`config.mk`:
```
export PLATFORM = sky130hd
export DESIGN_NAME = apu_mode_counter
export DESIGN_NICKNAME = d
export VERILOG_FILES = /design/src/rtl/apu_counter_pkg.sv /design/src/rtl/apu_mode_counter.sv
export SDC_FILE = /design/constraint.sdc
export NUM_CORES = 1
export LEC_CHECK = 0
export ABC_AREA = 1
export ABC_CLOCK_PERIOD_IN_PS = 3080
export CAP_MARGIN = 20
export CORE_MARGIN = 5
export CORE_UTILIZATION = 43
export CTS_CLUSTER_DIAMETER = 120
export DETAILED_ROUTE_END_ITERATION = 8
export PLACE_DENSITY = 0.73
export SLEW_MARGIN = 15
export SYNTH_ARGS = -nofsm -noshare
export SYNTH_HDL_FRONTEND = slang
export SYNTH_SLANG_ARGS = --single-unit
```
`constraint.sdc`:
```
create_clock -name CLK -period 3.08 [get_ports CLK]
set_input_delay 0.77 -clock CLK [delete_from_list [all_inputs] [get_ports CLK]]
set_output_delay 0.77 -clock CLK [all_outputs]
set_load 0.02 [all_outputs]
```
`src/rtl/apu_counter_pkg.sv`:
```
// Shared definitions for the APU mode counter: default width and mode encodings.
package apu_counter_pkg;

  localparam int APU_CNT_WIDTH = 8;

  typedef enum logic [1:0] {
    UP_FREE    = 2'b00,
    DN_FREE    = 2'b01,
    DN_RELOAD  = 2'b10,
    DN_ONESHOT = 2'b11
  } apu_mode_e;

endpackage

```
`src/rtl/apu_mode_counter.sv`:
```
// Chainable up/down counter with free-run, auto-reload and one-shot modes.
// The terminal-count pulse is registered; cout and zero are combinational for chaining.
module apu_mode_counter
  import apu_counter_pkg::*;
#(
  parameter int WIDTH = APU_CNT_WIDTH
) (
  input  logic             CLK,
  input  logic             nRES,
  input  logic [1:0]       mode,
  input  logic             clear,
  input  logic             load,
  input  logic             wr_reload,
  input  logic [WIDTH-1:0] din,
  input  logic             step,
  input  logic             cin,
  output logic [WIDTH-1:0] q,
  output logic             cout,
  output logic             tc,
  output logic             zero
);

  localparam logic [WIDTH-1:0] ZERO_C = {WIDTH{1'b0}};
  localparam logic [WIDTH-1:0] ONE_C  = {{(WIDTH-1){1'b0}}, 1'b1};
  localparam logic [WIDTH-1:0] ONES_C = {WIDTH{1'b1}};

  logic [WIDTH-1:0] q_r;
  logic [WIDTH-1:0] reload_r;
  logic             tc_r;
  logic [WIDTH-1:0] q_nxt_s;
  logic             tc_nxt_s;
  logic             es_s;
  logic             is_zero_s;
  logic             is_ones_s;
  apu_mode_e        mode_s;

  assign mode_s    = apu_mode_e'(mode);
  assign es_s      = step & cin;
  assign is_zero_s = (q_r == ZERO_C);
  assign is_ones_s = (q_r == ONES_C);

  // Next count and terminal-count decision; clear beats load beats counting.
  always_comb begin
    q_nxt_s  = q_r;
    tc_nxt_s = 1'b0;
    if (clear) begin
      q_nxt_s = ZERO_C;
    end else if (load) begin
      q_nxt_s = din;
    end else if (es_s) begin
      case (mode_s)
        UP_FREE: begin
          q_nxt_s  = q_r + ONE_C;
          tc_nxt_s = is_ones_s;
        end
        DN_FREE: begin
          q_nxt_s  = q_r - ONE_C;
          tc_nxt_s = is_zero_s;
        end
        DN_RELOAD: begin
          if (is_zero_s) begin
            // Uses the reload value held before any same-cycle write.
            q_nxt_s  = reload_r;
            tc_nxt_s = 1'b1;
          end else begin
            q_nxt_s  = q_r - ONE_C;
            tc_nxt_s = 1'b0;
          end
        end
        DN_ONESHOT: begin
          if (is_zero_s) begin
            q_nxt_s  = q_r;
            tc_nxt_s = 1'b0;
          end else begin
            q_nxt_s  = q_r - ONE_C;
            tc_nxt_s = (q_r == ONE_C);
          end
        end
        default: begin
          q_nxt_s  = q_r;
          tc_nxt_s = 1'b0;
        end
      endcase
    end else begin
      q_nxt_s  = q_r;
      tc_nxt_s = 1'b0;
    end
  end

  // Count, reload register and terminal-count pulse.
  always_ff @(posedge CLK or negedge nRES) begin
    if (!nRES) begin
      q_r      <= ZERO_C;
      reload_r <= ZERO_C;
      tc_r     <= 1'b0;
    end else begin
      q_r  <= q_nxt_s;
      tc_r <= tc_nxt_s;
      if (wr_reload) begin
        reload_r <= din;
      end
    end
  end

  assign q    = q_r;
  assign tc   = tc_r;
  assign zero = is_zero_s;
  assign cout = cin & ((mode_s == UP_FREE) ? is_ones_s : is_zero_s);

endmodule

```
==> flow_metrics.env <==
export IMPL_synthArstFlopShare_pct=100
export IMPL_dr_pass1_iters=4
export IMPL_finalWeightedCongestion=0.822
export IMPL_postCtsSetupBuffers=0
export IMPL_final_fill_count=324
export IMPL_cts_buffers=3
export IMPL_avgRoutedWirePerCell_um=12.5
export IMPL_fin_skew_ns=0.00891
export IMPL_drive_above_1_share_pct=11.5
export IMPL_clock_latency_ns=0.30
export IMPL_syn_avg_cell_area_um2=6.89
export IMPL_status="completed"
export IMPL_clkTransAtPathRegs_ns=0.12
export IMPL_die_w_um=67.0
export IMPL_min_path_type="reg -> reg"
export IMPL_required_ns=2.31
export IMPL_port_buffers=27
export IMPL_synth_edf_count=0
export IMPL_r2r_start="q[0]$_DFFE_PN0P_"
export IMPL_io_pins=28
export IMPL_hold_viol=0
export IMPL_endpoint_kind="output pin"
export IMPL_final_antenna_net_count=0
export IMPL_ys_top_cells_by_area="dfrtp_1 (30%), nand2_1 (14%), nor2_1 (8.3%)"
export IMPL_syn_area_um2=1400
export IMPL_dieArea_um2=4490
export IMPL_grt_setup_unrepaired="false"
export IMPL_critical_path_arrival_ns=1.94
export IMPL_syn_inst=203
export IMPL_vias_per_cell=4.96
export IMPL_hp_start="reload_r[5]$_DFFE_PN0P_"
export IMPL_mostFrequentLayoutCells="nand2_1 (54), nor2_1 (31), clkdlybuf4s50_1 (25)"
export IMPL_final_max_slew_violation_count=0
export IMPL_r2r_end="q[4]$_DFFE_PN0P_"
export IMPL_routed_wl_mm=3.49
export IMPL_synth_seq_cells=17
export IMPL_ys_warn_count=0
export IMPL_clkSinkCount=17
export IMPL_grt_usage_pct=17.0
export IMPL_period_share_pct=88.0
export IMPL_drc=0
export IMPL_yosysTopAreaCellShare_pct=30.4
export IMPL_crit_type="in -> out"
export IMPL_critPathLaunchType="primary input"
export IMPL_ctsHoldBuffers=0
export IMPL_slew_headroom_pct=44.4
export IMPL_core_um2=3080
export IMPL_vias=1384
export IMPL_setup_viol=0
export IMPL_p_leak_nw=0.899
export IMPL_drv_cap=0
export IMPL_nNetsFinal=261
export IMPL_dp_hpwl_mm=2.74
export IMPL_ctsHtreeMaxLevel=1
export IMPL_path_max_fanout=2
export IMPL_drt_iter0_markers=74
export IMPL_synth_seq_area_share_pct=30.4
export IMPL_final_core_util_pct=57.6
export IMPL_finalSetupTns_ns=0
export IMPL_r2r_slack_ns=1.13
export IMPL_start_util_pct=45.4
export IMPL_grt_pass1_wl_mm=5.72
export IMPL_period_needed_ns=2.71
export IMPL_synth_nets=228
export IMPL_layout_commonest_cell="nand2_1"
export IMPL_antenna_found_initial=0
export IMPL_hold_end="reload_r[5]$_DFFE_PN0P_"
export IMPL_postPlaceCellArea_um2=1740
export IMPL_root_buffer="clkbuf_4"
export IMPL_synth_top_area_cell="dfrtp_1"
export IMPL_grt_pass1_vias=1223
export IMPL_p_per_area_nw_per_um2=370
export IMPL_num_rows=20
export IMPL_yosysUniqueCellTypes=30
export IMPL_tightestPinTransition_ns=0.831
export IMPL_synthFlopType="dfrtp_1"
export IMPL_antennaDiodeCount=0
export IMPL_cts_max_path_buffers=2
export IMPL_grt_start_max_net_pins=18
export IMPL_finalInstanceArea_um2=1770
export IMPL_reg2regPathDepth=10
export IMPL_hold_depth=1
export IMPL_cp_startpoint="mode[0]"
export IMPL_max_freq_mhz=369
export IMPL_die_h_um=67.0
export IMPL_syn2layout_area_growth_pct=26.7
export IMPL_overflow=0
export IMPL_cts_tree="yes"
export IMPL_max_vdd_ir_drop_v=0.000263
-- area by class of cell --
type	instances	area [um^2]	share of cell area, %
Timing Repair Buffer	34	328	18.5
Multi-Input combinational cell	155	840	47.4
Sequential cell	17	427	24.1
Tap cell	44	55.1	3.11
Clock inverter	1	7.51	0.423
Inverter	25	93.8	5.29
Clock buffer	3	22.5	1.27
-- per-stage QoR --
stage / instances / setup WS [ns] / total power, W / hold slack [ns]
finish: 279 / 0.371 / 0.000655 / 0.524
global placement: 275 / 0.0455 / 0.000530 / 0.496
global route: 279 / 0.164 / 0.000703 / 0.552
detailed placement: 275 / 0.0300 / 0.000532 / 0.501
CTS: 279 / 0.0201 / 0.000664 / 0.530
floorplan: 203 / 0.600 / 0.000437 / 0.474
-- cell families after synthesis --
group | Yosys count | synth area share [%]
buf+inv | 31 | 9.57
compound gates | 30 | 13.7
xor+xnor | 4 | 2.50
simple gates | 109 | 33.5
fa+ha+maj | 8 | 7.16
flops | 17 | 30.4
mux | 4 | 3.22
-- flip-flops by register name, indices dropped and copies added (netlist names) --
signal / flops
q: 8
reload_r: 8
tc: 1
-- synthesized netlist by cell type, types with 2 or more instances --
| library cell | number |
|---|---|
| a21oi_1 | 7 |
| nand3_2 | 2 |
| nand3_1 | 18 |
| xor2_1 | 4 |
| inv_2 | 3 |
| a31oi_1 | 2 |
| nand2_1 | 54 |
| buf_2 | 2 |
| ha_1 | 8 |
| nor2_1 | 31 |
| dfrtp_1 | 17 |
| mux2_2 | 4 |
| o21ai_0 | 13 |
| inv_1 | 22 |
-- layer usage --
layer | GRT usage (%) | share of wire, % | vias to the layer above
met5 | 0 | 0 | -
met4 | 4.30 | 1.3 | 0
met3 | 3.54 | 8.0 | 4
met2 | 27.4 | 45 | 44
met1 | 23.0 | 45 | 622
li1 | - | - | 714
-- repair_timing --
action	CTS	global route
setup endpoints to repair	1	2
endpoints found under the hold margin	0	0
gates resized for setup	1	2
-- worst max-delay path, cell delays in order --
cell and delay [ns]:
clkdlybuf4s50_1 0.47, inv_1 0.06, ha_1 0.21, o21ai_0 0.17
a21oi_1 0.05, dlymetal6s2s_1 0.21
-- power by group --
group / switching, W / leakage, nW / internal, W / total (W)
clock: 0.0000801 / 0.0139 / 0.0000495 / 0.000130
combinational: 0.000147 / 0.672 / 0.000112 / 0.000259
sequential: 0.0000240 / 0.214 / 0.000243 / 0.000267
-- worst max path at each step --
stage,cells past startpoint,slack [ns],end
finish,6,0.37,cout
global route,8,0.16,cout
CTS,8,0.02,cout
detailed placement,6,0.03,cout
global placement,5,0.05,cout
floorplan,7,0.60,cout
(Power assumes the default switching activity.)
